<file path="src/rtl/multicycle_control_pkg.sv">
// multicycle_control_pkg
//   Shared types and constants for the multicycle controller: FSM state
//   enum, IR opcode values, and the Pc_src / Alu_b_sel / Alu_op encodings.
package multicycle_control_pkg;

   typedef enum logic [3:0] {
      FETCH, DECODE, EXEC_R, EXEC_I, MEM_ADDR, MEM_RD,
      MEM_WR, WB_ALU, WB_MEM, BRANCH, JUMP, HALT
   } state_t;

   localparam logic [3:0] OP_ALU_R = 4'd0;
   localparam logic [3:0] OP_ALU_I = 4'd1;
   localparam logic [3:0] OP_LOAD  = 4'd2;
   localparam logic [3:0] OP_STORE = 4'd3;
   localparam logic [3:0] OP_BEQ   = 4'd4;
   localparam logic [3:0] OP_JUMP  = 4'd5;
   localparam logic [3:0] OP_HALT  = 4'd15;

   typedef enum logic [1:0] {
      PC_SRC_ALU    = 2'd0,
      PC_SRC_ALUOUT = 2'd1,
      PC_SRC_JUMP   = 2'd2
   } pc_src_t;

   typedef enum logic [1:0] {
      ALU_B_REG     = 2'd0,
      ALU_B_FOUR    = 2'd1,
      ALU_B_IMM     = 2'd2,
      ALU_B_IMM_SL2 = 2'd3
   } alu_b_sel_t;

   typedef enum logic [1:0] {
      ALU_OP_ADD   = 2'd0,
      ALU_OP_SUB   = 2'd1,
      ALU_OP_FUNCT = 2'd2
   } alu_op_t;

endpackage

</file>
<file path="src/rtl/multicycle_control_if.sv">
// multicycle_control_if
//   Memory handshake bundle between the controller and memory.
//   Mem_req : request strobe (controller -> memory)
//   Mem_we  : write qualifier for Mem_req
//   Iord    : address select, 0 PC / 1 ALUOut
//   Mem_ack : completion strobe (memory -> controller)
interface multicycle_control_if;
   logic Mem_req;
   logic Mem_we;
   logic Iord;
   logic Mem_ack;

   modport master (output Mem_req, Mem_we, Iord, input Mem_ack);
   modport slave  (input Mem_req, Mem_we, Iord, output Mem_ack);
endinterface

</file>
<file path="src/rtl/mc_mem_timeout.sv">
// mc_mem_timeout
//   Counts cycles a memory request waits without an ack and flags a
//   timeout when MEM_TIMEOUT wait cycles have already elapsed and the
//   current cycle is still unacked (an ack in that cycle wins).
//   clk, rst_n  : clock, async active-low reset
//   req_i       : request currently outstanding
//   ack_i       : memory ack
//   restart_i   : FSM is changing state this cycle
//   timeout_o   : wait limit hit with no ack this cycle
module mc_mem_timeout #(
   parameter int unsigned MEM_TIMEOUT = 255
) (
   input  logic clk,
   input  logic rst_n,
   input  logic req_i,
   input  logic ack_i,
   input  logic restart_i,
   output logic timeout_o
);

   localparam logic [15:0] LIMIT = 16'(MEM_TIMEOUT);

   logic [15:0] cnt_q, cnt_d;

   always_comb begin
      cnt_d = cnt_q + 16'd1;
      if (!req_i || ack_i || restart_i) cnt_d = '0;
   end

   assign timeout_o = req_i && !ack_i && (cnt_q == LIMIT);

   always_ff @(posedge clk or negedge rst_n) begin
      if (!rst_n) cnt_q <= '0;
      else        cnt_q <= cnt_d;
   end

endmodule

</file>
<file path="src/rtl/multicycle_control.sv">
// multicycle_control
//   Multicycle CPU control FSM with memory wait timeout.
//   Optional feature: define MC_PERF_COUNTERS_EN to add Cycle_cnt and
//   Retire_cnt performance counters.
//   clk, rst_n        : clock, async active-low reset
//   Opcode, Zero      : IR opcode, ALU zero flag
//   mem (master)      : Mem_req / Mem_we / Iord / Mem_ack handshake
//   Ir_we, Pc_we, Reg_we, Mem_to_reg, Pc_src, Alu_a_sel, Alu_b_sel,
//   Alu_op            : datapath controls
//   Halted, Illegal, Bus_err : status (Illegal, Bus_err sticky)
//   Cycle_cnt, Retire_cnt    : perf counters (MC_PERF_COUNTERS_EN only)
module multicycle_control
   import multicycle_control_pkg::*;
#(
   parameter int unsigned MEM_TIMEOUT = 255
) (
   input  logic        clk,
   input  logic        rst_n,
   input  logic [3:0]  Opcode,
   input  logic        Zero,
   multicycle_control_if.master mem,
   output logic        Ir_we,
   output logic        Pc_we,
   output logic        Reg_we,
   output logic        Mem_to_reg,
   output logic [1:0]  Pc_src,
   output logic        Alu_a_sel,
   output logic [1:0]  Alu_b_sel,
   output logic [1:0]  Alu_op,
   output logic        Halted,
   output logic        Illegal,
   output logic        Bus_err
`ifdef MC_PERF_COUNTERS_EN
   ,
   output logic [31:0] Cycle_cnt,
   output logic [31:0] Retire_cnt
`endif
);

   state_t state_q, state_d;
   logic   illegal_q, bus_err_q;
   logic   mem_busy, timeout, set_illegal;
   logic   req, we, iord, ir_we, pc_we, reg_we, halted;

   // Request is a pure function of state so the timeout compare does not
   // loop back through the next-state logic.
   assign mem_busy = (state_q == FETCH) || (state_q == MEM_RD) || (state_q == MEM_WR);

   mc_mem_timeout #(.MEM_TIMEOUT(MEM_TIMEOUT)) u_timeout (
      .clk       (clk),
      .rst_n     (rst_n),
      .req_i     (mem_busy),
      .ack_i     (mem.Mem_ack),
      .restart_i (state_d != state_q),
      .timeout_o (timeout)
   );

   always_comb begin
      state_d     = state_q;
      req         = 1'b0;
      we          = 1'b0;
      iord        = 1'b0;
      ir_we       = 1'b0;
      pc_we       = 1'b0;
      reg_we      = 1'b0;
      halted      = 1'b0;
      set_illegal = 1'b0;
      Mem_to_reg  = 1'b0;
      Pc_src      = PC_SRC_ALU;
      Alu_a_sel   = 1'b0;
      Alu_b_sel   = ALU_B_REG;
      Alu_op      = ALU_OP_ADD;
      case (state_q)
         FETCH: begin
            req       = 1'b1;
            Alu_b_sel = ALU_B_FOUR;
            if (timeout) state_d = HALT;
            else if (mem.Mem_ack) begin
               ir_we   = 1'b1;
               pc_we   = 1'b1;
               state_d = DECODE;
            end
         end
         DECODE: begin
            Alu_b_sel = ALU_B_IMM_SL2;
            case (Opcode)
               OP_ALU_R:          state_d = EXEC_R;
               OP_ALU_I:          state_d = EXEC_I;
               OP_LOAD, OP_STORE: state_d = MEM_ADDR;
               OP_BEQ:            state_d = BRANCH;
               OP_JUMP:           state_d = JUMP;
               OP_HALT:           state_d = HALT;
               default: begin
                  set_illegal = 1'b1;
                  state_d     = HALT;
               end
            endcase
         end
         EXEC_R: begin
            Alu_a_sel = 1'b1;
            Alu_op    = ALU_OP_FUNCT;
            state_d   = WB_ALU;
         end
         EXEC_I: begin
            Alu_a_sel = 1'b1;
            Alu_b_sel = ALU_B_IMM;
            state_d   = WB_ALU;
         end
         MEM_ADDR: begin
            Alu_a_sel = 1'b1;
            Alu_b_sel = ALU_B_IMM;
            state_d   = (Opcode == OP_STORE) ? MEM_WR : MEM_RD;
         end
         MEM_RD: begin
            req  = 1'b1;
            iord = 1'b1;
            if (timeout)          state_d = HALT;
            else if (mem.Mem_ack) state_d = WB_MEM;
         end
         MEM_WR: begin
            req  = 1'b1;
            we   = 1'b1;
            iord = 1'b1;
            if (timeout)          state_d = HALT;
            else if (mem.Mem_ack) state_d = FETCH;
         end
         WB_ALU: begin
            reg_we  = 1'b1;
            state_d = FETCH;
         end
         WB_MEM: begin
            reg_we     = 1'b1;
            Mem_to_reg = 1'b1;
            state_d    = FETCH;
         end
         BRANCH: begin
            Alu_a_sel = 1'b1;
            Alu_op    = ALU_OP_SUB;
            Pc_src    = PC_SRC_ALUOUT;
            pc_we     = Zero;
            state_d   = FETCH;
         end
         JUMP: begin
            Pc_src  = PC_SRC_JUMP;
            pc_we   = 1'b1;
            state_d = FETCH;
         end
         HALT:    halted  = 1'b1;
         default: state_d = FETCH;
      endcase
   end

   // Reset parks the FSM in FETCH, which would otherwise request memory;
   // gating with rst_n keeps the bus and enables quiet while reset is held.
   assign mem.Mem_req = req & rst_n;
   assign mem.Mem_we  = we & rst_n;
   assign mem.Iord    = iord;
   assign Ir_we       = ir_we & rst_n;
   assign Pc_we       = pc_we & rst_n;
   assign Reg_we      = reg_we & rst_n;
   assign Halted      = halted & rst_n;
   assign Illegal     = illegal_q;
   assign Bus_err     = bus_err_q;

   always_ff @(posedge clk or negedge rst_n) begin
      if (!rst_n) begin
         state_q   <= FETCH;
         illegal_q <= 1'b0;
         bus_err_q <= 1'b0;
      end else begin
         state_q <= state_d;
         if (set_illegal) illegal_q <= 1'b1;
         if (timeout)     bus_err_q <= 1'b1;
      end
   end

`ifdef MC_PERF_COUNTERS_EN
   logic [31:0] cycle_cnt_q, cycle_cnt_d, retire_cnt_q, retire_cnt_d;

   always_comb begin
      cycle_cnt_d  = cycle_cnt_q;
      retire_cnt_d = retire_cnt_q;
      if (state_q != HALT) cycle_cnt_d = cycle_cnt_q + 32'd1;
      if (state_d == FETCH && state_q != FETCH) retire_cnt_d = retire_cnt_q + 32'd1;
   end

   always_ff @(posedge clk or negedge rst_n) begin
      if (!rst_n) begin
         cycle_cnt_q  <= '0;
         retire_cnt_q <= '0;
      end else begin
         cycle_cnt_q  <= cycle_cnt_d;
         retire_cnt_q <= retire_cnt_d;
      end
   end

   assign Cycle_cnt  = cycle_cnt_q;
   assign Retire_cnt = retire_cnt_q;
`endif

endmodule
</file>
<file path="src/flat_wrapper.sv">
// flat-port wrapper written by rule: the top's interface ports become plain ports
module multicycle_control_flat import multicycle_control_pkg::*;
#(
   parameter int unsigned MEM_TIMEOUT = 255
)
  (clk, rst_n, Opcode, Zero, Ir_we, Pc_we, Reg_we, Mem_to_reg, Pc_src, Alu_a_sel, Alu_b_sel, Alu_op, Halted, Illegal, Bus_err, mem_Mem_req, mem_Mem_we, mem_Iord, mem_Mem_ack);
  multicycle_control_if mem_i ();
  input  logic clk;
  input  logic rst_n;
  input  logic [3:0] Opcode;
  input  logic Zero;
  output logic Ir_we;
  output logic Pc_we;
  output logic Reg_we;
  output logic Mem_to_reg;
  output logic [1:0] Pc_src;
  output logic Alu_a_sel;
  output logic [1:0] Alu_b_sel;
  output logic [1:0] Alu_op;
  output logic Halted;
  output logic Illegal;
  output logic Bus_err;
  output wire logic [$bits(mem_i.Mem_req)-1:0] mem_Mem_req;
  output wire logic [$bits(mem_i.Mem_we)-1:0] mem_Mem_we;
  output wire logic [$bits(mem_i.Iord)-1:0] mem_Iord;
  input wire logic [$bits(mem_i.Mem_ack)-1:0] mem_Mem_ack;
  assign mem_Mem_req = mem_i.Mem_req;
  assign mem_Mem_we = mem_i.Mem_we;
  assign mem_Iord = mem_i.Iord;
  assign mem_i.Mem_ack = mem_Mem_ack;
  multicycle_control #(.MEM_TIMEOUT(MEM_TIMEOUT)) u_core (.clk(clk), .rst_n(rst_n), .Opcode(Opcode), .Zero(Zero), .mem(mem_i), .Ir_we(Ir_we), .Pc_we(Pc_we), .Reg_we(Reg_we), .Mem_to_reg(Mem_to_reg), .Pc_src(Pc_src), .Alu_a_sel(Alu_a_sel), .Alu_b_sel(Alu_b_sel), .Alu_op(Alu_op), .Halted(Halted), .Illegal(Illegal), .Bus_err(Bus_err));
endmodule
</file>
<file path="config.mk">
export PLATFORM = sky130hd
export DESIGN_NAME = multicycle_control_flat
export DESIGN_NICKNAME = d
export VERILOG_FILES = /design/src/rtl/multicycle_control_pkg.sv /design/src/rtl/multicycle_control_if.sv /design/src/rtl/mc_mem_timeout.sv /design/src/rtl/multicycle_control.sv /design/src/flat_wrapper.sv
export SDC_FILE = /design/constraint.sdc
export NUM_CORES = 1
export LEC_CHECK = 0
export CAP_MARGIN = 30
export CORE_MARGIN = 2
export CORE_UTILIZATION = 46
export CTS_CLUSTER_DIAMETER = 80
export CTS_CLUSTER_SIZE = 40
export DETAILED_ROUTE_END_ITERATION = 10
export GPL_TIMING_DRIVEN = 0
export HOLD_SLACK_MARGIN = 0.12
export PLACE_DENSITY = 0.71
export SYNTH_ARGS = -nofsm -noshare
export SYNTH_HDL_FRONTEND = slang
export SYNTH_HIERARCHICAL = 1
export SYNTH_SLANG_ARGS = --single-unit
</file>
<file path="constraint.sdc">
create_clock -name clk -period 4.6 [get_ports clk]
set_input_delay 0.46 -clock clk [delete_from_list [all_inputs] [get_ports clk]]
set_output_delay 0.46 -clock clk [all_outputs]
set_load 0.05 [all_outputs]
</file>
; Yosys cells after proc, flatten, opt, wreduce, memory -nomap -nowiden
; Cells that the tools add are included.
[classes]
add_sub_neg = 1
eq_ne = 19
mux = 26
bitwise_logic = 6
n_reduce_logical = 18
[ops]
columns = op, count
row1 = $pmux 4 s7, 1
row2 = $eq 4x3->1 const B, 6
row3 = $mux 4, 6
row4 = $eq 4x4->1 const B, 5
row5 = $pmux 4 s5, 1
row6 = $add 16x1->16 const B, 1
row7 = $eq 16x8->1 const B, 1
row8 = $eq 4x2->1 const B, 4
row9 = $mux 16, 1
row10 = $mux 1, 12
row11 = $reduce_or 2->1, 5
row12 = $eq 4x1->1 const B, 2
row13 = $logic_not 4->1, 2
row14 = $pmux 2 s2, 2
row15 = $reduce_or 7->1, 1
row16 = $and 1x1->1, 6
row17 = $pmux 2 s3, 1
row18 = $logic_or 1x1->1, 4
row19 = $ne 4x4->1, 1
row20 = $reduce_or 4->1, 1
row21 = $pmux 1 s3, 1
row22 = $reduce_or 3->1, 1
row23 = $logic_and 1x1->1, 2
row24 = $logic_not 1->1, 2
row25 = $mux 2, 1
[totals]
reg_bits = 22
inputBits = 8

; Depth between registers and ports, before layout
; Gate-level depths: netlist (run 1).
[logic_depth]
word_depth = 10
mapped_depth = 16

; By module
; Netlist (run 1), hierarchy kept.
[modules_own_cells]
columns = module, instances, cells_per_inst, area_each_um2, seq_area_each_um2
row1 = mc_mem_timeout, 1, 88, 843.3, 400.4
row2 = multicycle_control, 1, 95, 715.7, 150.1

; Worst setup path after synthesis (run 1)
; Ideal clock, no wire load.
[synth_timing]
path_kind = flip-flop to output port
start = register u_core.state_q[0]
end = output Pc_we
arrival_time_ps = 2996
t_required_ps = 4140
path_slack_ps = 1144
stages_incl_launch_ff = 9
cell_sequence = dfrtp_1 > buf_2 > buf_1 > mux2i_1 > nor2_1 > nand3b_1 > nor4_1 > nor3_1 > o21bai_1
[synth_via]
elab_chain_len = 8
[synth_rtl]
columns = item, line_no
row1 = from (decl), multicycle_control.sv:40  ; state_t state_q, state_d;
row2 = from (signal assigned), multicycle_control.sv:171  ; state_q <= state_d;
row3 = $eq 4x3->1 / $logic_not 4->1 (equally long branches), multicycle_control.sv:47  ; assign mem_busy = (state_q == FETCH) || (state_q == MEM_RD) || (state_q == MEM_WR);
row4 = $logic_or 1x1->1, multicycle_control.sv:47
row5 = $logic_or 1x1->1 *, multicycle_control.sv:47
row6 = net u_core.mem_busy, multicycle_control.sv:42  ; logic mem_busy, timeout, set_illegal;
row7 = $logic_and 1x1->1 * (2 in a row), mc_mem_timeout.sv:30  ; assign timeout_o = req_i && !ack_i && (cnt_q == LIMIT);
row8 = net u_core.timeout, multicycle_control.sv:42
row9 = $mux 1 *, multicycle_control.sv:77  ; if (timeout) state_d = HALT;
row10 = $pmux 1 s3 *, multicycle_control.sv:73  ; case (state_q)
row11 = $and 1x1->1 *, multicycle_control.sv:159  ; assign Pc_we = pc_we & rst_n;
row12 = to (decl), flat_wrapper.sv:13  ; output logic Pc_we;
; The timed path passes the listed nets; every way through them passes the cells marked *.

; Worst setup path in the final report (run 1)
[layout_timing]
start = register u_core.state_q[2]
end = register u_core.u_timeout.cnt_q[15]
[layout_via]
elab_chain_len = 10
[layout_rtl]
columns = item, line_no
row1 = $eq 4x3->1 / $logic_not 4->1 (equally long branches), multicycle_control.sv:47
row2 = $logic_or 1x1->1, multicycle_control.sv:47
row3 = $logic_or 1x1->1 *, multicycle_control.sv:47
row4 = net u_core.mem_busy, multicycle_control.sv:42
row5 = $logic_and 1x1->1 * (2 in a row), mc_mem_timeout.sv:30
row6 = net u_core.timeout, multicycle_control.sv:42
row7 = "$mux 4, on equally long branches", "multicycle_control.sv:124, multicycle_control.sv:77, multicycle_control.sv:117"
row8 = $pmux 4 s7 *, multicycle_control.sv:73
row9 = $ne 4x4->1 *, multicycle_control.sv:54  ; .restart_i (state_d != state_q),
row10 = $logic_or 1x1->1 *, mc_mem_timeout.sv:27  ; if (!req_i || ack_i || restart_i) cnt_d = '0;
row11 = $mux 16 *, mc_mem_timeout.sv:27
row12 = net u_core.u_timeout.cnt_d[15], mc_mem_timeout.sv:23  ; logic [15:0] cnt_q, cnt_d;
row13 = to (signal assigned), mc_mem_timeout.sv:34  ; else cnt_q <= cnt_d;
row14 = to (decl), mc_mem_timeout.sv:23
; Marked as above.
; A chain may end at the register's enable or synchronous reset.

==> run_results.csv, run 1 <==
group,metric,value,unit
outcome,status,"complete, no violations",
setup_path,end_kind,"flop",
yosys,yosysWarnings,6,
sta,rsz0062_at_grt,"no",
yosys,synth_cells,183,
clocking,cts_setup_buffers,0,
setup_path,cp.arrival,4.26,ns
sta,max_freq,0.2479,GHz
clocking,clock_insertion_delay_worst_skew,0.30,ns
sta,setup_viol,0,
layout,fillCellCount,313,
placement,io_buffers,24,
setup_path,critPathBufInv,3,
layout,layout.nets,222,
yosys,yosysTopAreaCellShare,35.31,%
route,avgViaCountPerCell,6.050,
setup_path,cp_top_family,"simple AND/OR/NAND/NOR gates",
pwr,p_sw_share,50.92,%
yosys,yosys_register_bits,22,
yosys,synth.area.top_cells,"dfrtp_1, mux2i_1, a21oi_1, nand2_1, nor2_1",
clocking,clock_sinks,22,
yosys,synth_top_family_by_area,"simple AND/OR/NAND/NOR gates",
pwr,power_density,522.0,nW/um^2
grt,grt_pass1_wl,7.438,mm
placement,dp_hpwl,3.074,mm
floorplan,rows,21,
setup_path,worstSetupPathType,"flop to flop",
pwr,p_sw,514.4,uW
setup_path,start_kind,"flop",
pwr,total_leakage_power,0.7147,nW
yosys,synth_edf_count,0,
yosys,synthAdderAreaFrac,0.8026,%
floorplan,die_area,3871,sq um
grt,grt_pass1_vias,1658,
floorplan,start_util,47.47,%
floorplan,die_h,62.22,microns
pwr,p_clk_share,10.5,%
clocking,cts_made_buffers,3,
floorplan,ios,25,
route,drt_wl_total,4.134,mm
clocking,cts_root_buffer,"clkbuf_4",
sta,setup_tns,0,ns
sta,whs,0.4106,ns
yosys,postSynthAreaPerCell,8.519,sq um
floorplan,coreArea,3284,sq um
flow_run,drv_cap,0,
sta,slew_viol_final,0,
yosys,synth_xor_area_share,3.371,%
layout,seqCellArea,550.5,sq um
floorplan,die_width,62.22,microns
route,ant_nets,0,
yosys,synthSimpleGateAreaFrac,32.99,%
placement,gp_congestion,0.9003,
grt,overflow,0,
sta,worst_pin_slew,0.5075,ns
yosys,seq_area_frac_synth,35.31,%
route,num_vias,1561,
layout,n_antenna_cell,0,
yosys,synth_cell_types,49,
route,drt-initial-drc-count,110,
pwr,internal-power,496.0,uW
layout,drive_gt1_share,9.434,%
clocking,htree_levels,1,
yosys,synth_compound_area_share,18.78,%
yosys,synth_fp_nets,192,
worst_hold_path,hold_class,"input pin to asynchronous set/reset pin",
grt,grt_start_max_net_pins,22,
setup_path,path_cells,"buf_2 > buf_1 > nor2b_1 > mux2i_1 > nor2_1 > nand3b_1 > nor4_4 > nor2_1 > a221oi_1 > o31a_1 > o21a_1 > o2111ai_1 > nor3b_1 > clkbuf_1 > nand2_1 > mux2i_1",
sta,finalClockSkew,0.003675,ns
setup_path,slowest_delay,0.43,ns
grt,antenna_found_initial,0,
clocking,clk_pin_slew,0.12,ns
yosys,ys.flop_type,"dfrtp_1",
pwr,p_seq_share,23.3,%
sta,fin_crit,4.035,ns
yosys,synth_area,1559,sq um
route,dr.pass1.iters,4,
sta,hold_viol,0,
pwr,pwr-share-comb,66.2,%
pwr,power.total,1.010,mW
setup_path,required,4.82,ns
pwr,irDropWorstVdd,0.1762,mV
setup_path,cp_slowest_cell,"nor4_4",
layout,multi_input_comb_area,957.2,sq um
grt,grt_usage,23.38,%
sta,slew_headroom,66.06,%
yosys,synth_mux_area_share,4.494,%
setup_path,critPathMaxFanout,10,
sta,fin_crit_sh,87.71,%
yosys,async_flop_share,100.0,%
clocking,clk_path_buf_depth,2,
clocking,cts_tree,"done",
layout,areaGrowthSynthToFinish,24.16,%
yosys,yosysTopAreaCell,"dfrtp_1",
route,drc,0,
route,wire_per_inst,16.02,microns
path summary, 6_finish.rpt:
check / startpoint / endpoint / depth (start not counted) / slack, ns
setup reg to reg: u_core/state_q[2] / u_core/u_timeout/cnt_q[15] / 16 / 0.57
max in group asynchronous: rst_n / u_core/state_q[1] / 2 / 3.78
hold reg to reg: u_core/Bus_err / u_core/Bus_err / 1 / 0.48
setup / recovery: u_core/state_q[2] / u_core/u_timeout/cnt_q[15] / 16 / 0.57
min in group clk: u_core/Bus_err / u_core/Bus_err / 1 / 0.48
hold / removal: rst_n / u_core/state_q[0] / 1 / 0.41
routing by layer:
metal  part of all wire, %  up-vias  wire, microns  global-route usage, %
met4                   3.0        0            124                  11.39
met2                    52       64           2165                  43.75
met3                   5.4       12            223                  3.804
li1                      -      738              -                      -
met5                     0        -              0                      0
met1                    39      747           1620                  25.49
synth_stat cells, drive strengths merged (3+ instances only):
cell	count
a211oi	3
a21oi	13
buf	6
clkbuf	3
dfrtp	22
inv	6
mux2i	7
nand2	16
nand2b	7
nand3	7
nand4	7
nor2	15
nor2b	5
nor3	8
nor4	6
o21ai	6
o31ai	3
or2	3
or4	4
xnor2	4
layout make-up:
type	count	share of cell area, %
plain buffers	9	2.262
clock buffers	4	1.875
inverters	6	1.164
multi-input cells	146	49.45
flip-flops and latches	22	28.44
well taps	46	2.973
repair buffers	25	13.83
registers in the layout, summed over array words and instances (netlist names):
| register | flops |
|---|---|
| u_core/u_timeout/cnt_q | 16 |
| u_core/Illegal | 1 |
| u_core/Bus_err | 1 |
| u_core/state_q | 4 |
layout by cell type (no fill, tap or decap), types with 3 or more instances in the layout:
cell             Yosys  final
inv_1                6      6
nor4_1               6      5
a21oi_1             13     13
nand2b_1             7      7
nor3_1               8      8
or4_1                4      4
o31ai_1              3      3
nand4_1              5      5
clkbuf_1             3      3
clkbuf_4             0      3
nand2_1             16     16
mux2i_1              7      7
dfrtp_1             22     22
a211oi_1             3      3
nor2_1              15     15
clkdlybuf4s50_1      0     24
nor2b_1              5      5
xnor2_1              4      4
nand3_1              7      7
o21ai_0              5      5
cells by family after synthesis:
logic type                 after synthesis
xor gates and xnor gates                 6
adders and majority gates                1
and+or+nand+nor                         91
AOI/OAI and AO/OA                       41
DFF                                     22
muxes                                    7
buffers and inverters                   15
through the flow:
step / area (sq um) / util, % / instances / setup slack (ns)
6_report: 1936 / 58.93 / 258 / 0.5654
5_1_grt: 1936 / 58.93 / 258 / 0.1558
4_1_cts: 1921 / 58.48 / 258 / 0.2074
3_5_place_dp: 1884 / 57.37 / 254 / 0.2842
3_3_place_gp: 1857 / 56.53 / 253 / 0.3573
2_1_floorplan: 1559 / - / 183 / 1.144
power by group through the flow:
stage	clock (mW)	combinational, mW	sequential, mW
2_1_floorplan	0	0.470	0.243
3_3_place_gp	0	0.648	0.236
3_5_place_dp	0	0.661	0.238
4_1_cts	0.111	0.664	0.234
5_1_grt	0.122	0.720	0.239
6_report	0.106	0.669	0.235
repair_timing:
action / 4_1_cts / 5_1_grt
endpoints found under the setup margin: 0 / 17
gates resized for setup: 0 / 2
endpoints found under the hold margin: 0 / 0
hold buffers: 0 / 0
(Power assumes the default switching activity.)
==> inputs of run 2 (changes only) <==
--- a/config.mk
+++ b/config.mk
@@ -5,11 +5,9 @@
 export SDC_FILE = /design/constraint.sdc
 export NUM_CORES = 1
 export LEC_CHECK = 0
-export CAP_MARGIN = 30
 export CORE_MARGIN = 2
 export CORE_UTILIZATION = 46
 export CTS_CLUSTER_DIAMETER = 80
-export CTS_CLUSTER_SIZE = 40
 export DETAILED_ROUTE_END_ITERATION = 10
 export GPL_TIMING_DRIVEN = 0
 export HOLD_SLACK_MARGIN = 0.12
==> run 2 against run 1 <==
Effect of this change: fmax is 1.5% higher; die area unchanged; sequential cell count is the same; routed wire length fell by 4.7%; sequential power about the same; critical path depth fell by 1; cell count shrank 0.39%; power shrank 0.42%; worst hold slack gained 0.066 ns; critical endpoint is now u_core/u_timeout/cnt_q[5]; largest cell class unchanged.
==> run_results.csv, run 2 (same netlist as run 1, synthesis figures left out) <==
group,metric,value,unit
outcome,status,"complete, no violations",
pwr,power_density,527.3,nW/um^2
setup_path,slowest_delay,0.46,ns
placement,io_buffers,24,
setup_path,r2r-end,"u_core/u_timeout/cnt_q[5]",
clocking,cts_tree,"done",
route,drt_wl_total,3.941,mm
grt,grt_pass1_wl,7.162,mm
layout,layout_commonest_cell,"clkdlybuf4s50_1",
worst_hold_path,min_delay_path_depth,1,
setup_path,end_kind,"flop",
setup_path,crit_top_cell,"nor2_1",
layout,layout.nets,221,
clocking,clk_path_buf_depth,2,
pwr,internal-power,493.7,uW
setup_path,r2r_start,"u_core/state_q[2]",
floorplan,die_width,62.22,microns
sta,setup_viol,0,
sta,slew_viol_final,0,
layout,drive_gt1_share,9.005,%
sta,fin_crit_sh,86.39,%
sta,hold_viol,0,
flow_run,drv_cap,0,
worst_hold_path,hold_class,"flop to flop",
setup_path,worstSetupPathType,"flop to flop",
floorplan,ios,25,
clocking,cts_root_buffer,"clkbuf_4",
setup_path,path_cells,"buf_2 > buf_1 > nor2b_1 > mux2i_1 > nor2_1 > nand3b_1 > nor4_4 > nor2_1 > a221oi_1 > o31a_1 > o21a_1 > o2111ai_1 > or3b_2 > clkbuf_1 > a21oi_1",
route,drc,0,
setup_path,required,4.83,ns
setup_path,cp_top_family,"simple AND/OR/NAND/NOR gates",
clocking,clock_sinks,22,
pwr,total_leakage_power,0.7020,nW
clocking,cts_made_buffers,3,
placement,dp_hpwl,2.996,mm
clocking,clock_insertion_delay_worst_skew,0.31,ns
route,avgViaCountPerCell,5.883,
setup_path,critPathBufInv,3,
grt,grt_start_max_net_pins,26,
pwr,p_clk_share,10.7,%
pwr,p_sw_share,50.93,%
sta,max_freq,0.2517,GHz
pwr,p_seq_share,23.5,%
route,dr.pass1.iters,5,
route,drt-initial-drc-count,104,
setup_path,critPathMaxFanout,10,
pwr,irDropWorstVdd,0.2468,mV
layout,largest_reg_flops,16,
setup_path,cp_slowest_cell,"or3b_2",
floorplan,start_util,47.47,%
route,ant_nets,0,
layout,n_antenna_cell,0,
grt,antenna_found_initial,0,
route,wire_per_inst,15.33,microns
clocking,clk_pin_slew,0.12,ns
sta,rsz0062_at_grt,"no",
grt,grt_pass1_vias,1552,
floorplan,die_area,3871,sq um
worst_hold_path,hold_end,"u_core/Bus_err",
pwr,power.total,1.006,mW
worst_hold_path,min_from,"u_core/Bus_err",
sta,fin_crit,3.974,ns
setup_path,reg2reg_slack,0.63,ns
sta,setup_tns,0,ns
layout,final_cell_mix,"clkdlybuf4s50_1, dfrtp_1, nand2_1",
floorplan,rows,21,
pwr,pwr-share-comb,65.9,%
clocking,htree_levels,1,
clocking,cts_setup_buffers,0,
layout,areaGrowthSynthToFinish,22.39,%
floorplan,die_h,62.22,microns
layout,top_regs,"u_core/u_timeout/cnt_q (16), u_core/state_q (4)",
floorplan,coreArea,3284,sq um
grt,grt_usage,22.42,%
placement,gp_congestion,0.9003,
sta,slew_headroom,25.58,%
route,num_vias,1512,
setup_path,start_kind,"flop",
layout,regMostFlops,"u_core/u_timeout/cnt_q",
setup_path,ff2ff_path_depth,15,
setup_path,cp.arrival,4.20,ns
grt,overflow,0,
pwr,p_sw,512.5,uW
sta,finalClockSkew,0.01162,ns
sta,worst_pin_slew,1.113,ns
==> run 2: cell types whose count changed in the layout (fill, tap and decap cells not counted) <==
cell / change
buf_16: -1
==> run 2: cell type report <==
class,count,area [sq um]
multi-input combinational,146,957.2
tap,46,57.56
fill,306,1376
timing repair buffer,24,240.2
clock buffer,4,36.28
buffer,9,43.79
sequential,22,550.5
inverter,6,22.52
==> run 2: metrics by stage <==
stage / instance area [sq um] / instances / setup slack, ns / hold WS, ns / utilization [%]
3_5_place_dp: 1857 / 253 / 0.2323 / 0.4489 / 56.53
2_1_floorplan: 1559 / 183 / 1.144 / 0.1644 / -
3_3_place_gp: 1857 / 253 / 0.3573 / 0.4491 / 56.53
6_report: 1908 / 257 / 0.6262 / 0.4764 / 58.10
5_1_grt: 1908 / 257 / 0.1352 / 0.5160 / 58.10
4_1_cts: 1893 / 257 / 0.2114 / 0.4813 / 57.64
==> run 2: routing by layer <==
layer  part of all wire, %  track usage, %
met3                   5.3           2.899
met4                   2.6           8.611
met2                    51           41.44
met5                     0               0
met1                    41           26.33
==> run 2: what timing repair did <==
action	in CTS	in global routing
hold buffers	0	0
gates resized for setup	0	2
endpoints found under the setup margin	0	16
==> run 2: power by group through the flow <==
stage / clock (mW) / sequential [mW] / combinational [mW]
floorplan: 0 / 0.243 / 0.470
CTS: 0.111 / 0.234 / 0.658
global placement: 0 / 0.236 / 0.648
finish: 0.108 / 0.236 / 0.663
detailed placement: 0 / 0.238 / 0.657
global route: 0.122 / 0.240 / 0.716
==> run 2: worst max-delay path by stage <==
| stage | start | endpoint | slack, ns | depth (start not counted) |
|---|---|---|---|---|
| finish | u_core/state_q[2] | u_core/u_timeout/cnt_q[5] | 0.63 | 15 |
| global route | u_core/state_q[2] | u_core/u_timeout/cnt_q[14] | 0.14 | 16 |
| CTS | u_core/state_q[2] | u_core/u_timeout/cnt_q[5] | 0.21 | 15 |
| detailed placement | u_core/state_q[2] | u_core/u_timeout/cnt_q[5] | 0.23 | 15 |
| global placement | u_core/state_q[2] | u_core/u_timeout/cnt_q[6] | 0.36 | 15 |
| floorplan | u_core/state_q[0] | Pc_we | 1.14 | 8 |
==> inputs of run 3 (changes only) <==
--- a/config.mk
+++ b/config.mk
@@ -6,12 +6,12 @@
 export NUM_CORES = 1
 export LEC_CHECK = 0
 export CORE_MARGIN = 2
-export CORE_UTILIZATION = 46
+export CORE_UTILIZATION = 50
 export CTS_CLUSTER_DIAMETER = 80
 export DETAILED_ROUTE_END_ITERATION = 10
 export GPL_TIMING_DRIVEN = 0
 export HOLD_SLACK_MARGIN = 0.12
-export PLACE_DENSITY = 0.71
+export PLACE_DENSITY = 0.76
 export SYNTH_ARGS = -nofsm -noshare
 export SYNTH_HDL_FRONTEND = slang
 export SYNTH_HIERARCHICAL = 1
==> run 3 against run 2 <==
Effect of this change: non-clock buffer count unchanged; clock power increased by 44%; cell area decreased by 0.46%; routed wire length increased by 0.48%; die area decreased by 7.5%; clock skew decreased by 0.0087 ns; critical endpoint is now u_core/u_timeout/cnt_q[14]; sequential share of layout area increased by 0.13 points; core utilization increased by 5.2 points; power increased by 4.8%; largest cell class unchanged; register-to-register slack got worse by 0.16 ns.
==> run_results.csv, run 3 (same netlist as run 1, synthesis figures left out) <==
group,metric,value,unit
sta,rsz0062_at_grt,"no",
setup_path,cp.arrival,4.39,ns
sta,max_freq,0.2421,GHz
route,drt_wl_total,3.960,mm
layout,final_cell_mix,"clkdlybuf4s50_1, dfrtp_1, nand2_1",
floorplan,die_width,59.84,microns
grt,grt_usage,23.49,%
route,drc,0,
grt,grt_pass1_vias,1406,
clocking,cts_tree,"done",
placement,dp_hpwl,2.848,mm
floorplan,rows,20,
layout,drive_gt1_share,9.005,%
sta,slew_viol_final,0,
clocking,clk_pin_slew,0.14,ns
grt,grt_start_max_net_pins,26,
floorplan,coreArea,3003,sq um
floorplan,ios,25,
pwr,irDropWorstVdd,0.2911,mV
grt,overflow,0,
route,drt-initial-drc-count,121,
clocking,htree_levels,1,
grt,grt_pass1_wl,6.499,mm
route,dr.pass1.iters,4,
sta,fin_crit_sh,89.80,%
worst_hold_path,hold_class,"flop to flop",
clocking,cts_root_buffer,"clkbuf_4",
placement,gp_congestion,0.9515,
outcome,status,"complete, no violations",
layout,regMostFlops,"u_core/u_timeout/cnt_q",
sta,setup_viol,0,
sta,finalClockSkew,0.002924,ns
placement,io_buffers,24,
sta,worst_slack,0.4690,ns
clocking,clock_insertion_delay_worst_skew,0.32,ns
setup_path,required,4.86,ns
placement,place_ws,0.2909,ns
clocking,clock_sinks,22,
route,num_vias,1571,
layout,areaGrowthSynthToFinish,21.83,%
setup_path,start_kind,"flop",
route,ant_nets,0,
layout,top_regs,"u_core/u_timeout/cnt_q (16), u_core/state_q (4)",
route,wire_per_inst,16.23,microns
flow_run,drv_cap,0,
setup_path,worstSetupPathType,"flop to flop",
setup_path,end_kind,"flop",
sta,setup_tns,0,ns
clocking,cts_made_buffers,3,
pwr,total_leakage_power,0.7089,nW
clocking,clk_path_buf_depth,2,
clocking,cts_setup_buffers,0,
clocking,cts_hold_buf,0,
layout,layout.nets,221,
floorplan,die_h,59.84,microns
layout,largest_reg_flops,16,
sta,worst_pin_slew,1.086,ns
setup_path,critPathMaxFanout,10,
sta,slew_headroom,27.38,%
floorplan,die_area,3581,sq um
sta,fin_crit,4.131,ns
grt,antenna_found_initial,0,
pwr,power_density,555.1,nW/um^2
route,avgViaCountPerCell,6.439,
sta,hold_viol,0,
layout,n_antenna_cell,0,
layout,layout_commonest_cell,"clkdlybuf4s50_1",
floorplan,start_util,51.92,%
-- run 3: changes by cell type in the layout (fill, tap and decap cells not counted) --
cell | previous run | this run
bufinv_16 | 0 | 1
clkbuf_8 | 1 | 0
nor4_2 | 0 | 1
nor4_4 | 1 | 0
-- run 3: per-layer routing --
metal | share of wire [%] | GRT usage (%) | vias to the layer above
li1 | - | - | 740
met1 | 46 | 34.28 | 741
met2 | 44 | 35.40 | 80
met3 | 8.5 | 4.545 | 10
met4 | 1.7 | 6.349 | 0
met5 | 0 | 0 | -
-- run 3: power by group --
| group | internal (mW) | leakage, nW | total (mW) | switching (mW) |
|---|---|---|---|---|
| Combinational | 0.231 | 0.385 | 0.662 | 0.432 |
| Clock | 0.0882 | 0.0279 | 0.156 | 0.0680 |
| Sequential | 0.215 | 0.296 | 0.236 | 0.0213 |
| Total | 0.533 | 0.709 | 1.05 | 0.521 |
-- run 3: critical path, cell delays in order (launching register included) --
cell       delay (ns)
dfrtp_1          0.40
buf_2            0.25
buf_1            0.39
mux2i_1          0.18
nor2_1           0.17
nand3b_1         0.11
nor4_2           0.61
nor2_1           0.17
a221oi_1         0.33
o31a_1           0.23
o21a_1           0.12
o2111ai_1        0.16
nor3b_1          0.31
clkbuf_1         0.38
nand2b_1         0.10
mux2i_1          0.15
-- run 3: cell type report --
class / count / area, sq um
timing repair buffer: 24 / 240.2
clock inverter: 1 / 30.03
fill: 265 / 1104
clock buffer: 3 / 22.52
inverter: 6 / 22.52
buffer: 9 / 43.79
tap: 33 / 41.29
multi-input combinational: 146 / 948.4
sequential: 22 / 550.5
-- run 3: repair_timing --
item | CTS | global route
endpoints found under the setup margin | 0 | 17
gates resized for setup | 0 | 1
endpoints found under the hold margin | 0 | 0
-- run 3: worst paths after layout --
kind	startpoint	endpoint	slack, ns	depth (start not counted)
min in group asynchronous	rst_n	u_core/u_timeout/cnt_q[4]	0.70	1
setup reg to reg	u_core/state_q[0]	u_core/u_timeout/cnt_q[14]	0.47	15
hold / removal	u_core/Bus_err	u_core/Bus_err	0.48	1
max in group asynchronous	rst_n	u_core/Illegal	3.25	1
hold reg to reg	u_core/Bus_err	u_core/Bus_err	0.48	1
setup / recovery	u_core/state_q[0]	u_core/u_timeout/cnt_q[14]	0.47	15
-- run 3: stage by stage --
| stage | util, % | cells | instance area [sq um] | power [mW] | hold slack, ns |
|---|---|---|---|---|---|
| global placement | 61.29 | 240 | 1841 | 0.8852 | 0.4519 |
| global route | 63.25 | 244 | 1899 | 1.106 | 0.5192 |
| detailed placement | 61.29 | 240 | 1841 | 0.8891 | 0.4540 |
| CTS | 63.04 | 244 | 1893 | 1.048 | 0.4868 |
| finish | 63.25 | 244 | 1899 | 1.054 | 0.4829 |
| floorplan | - | 183 | 1559 | 0.7134 | 0.1644 |
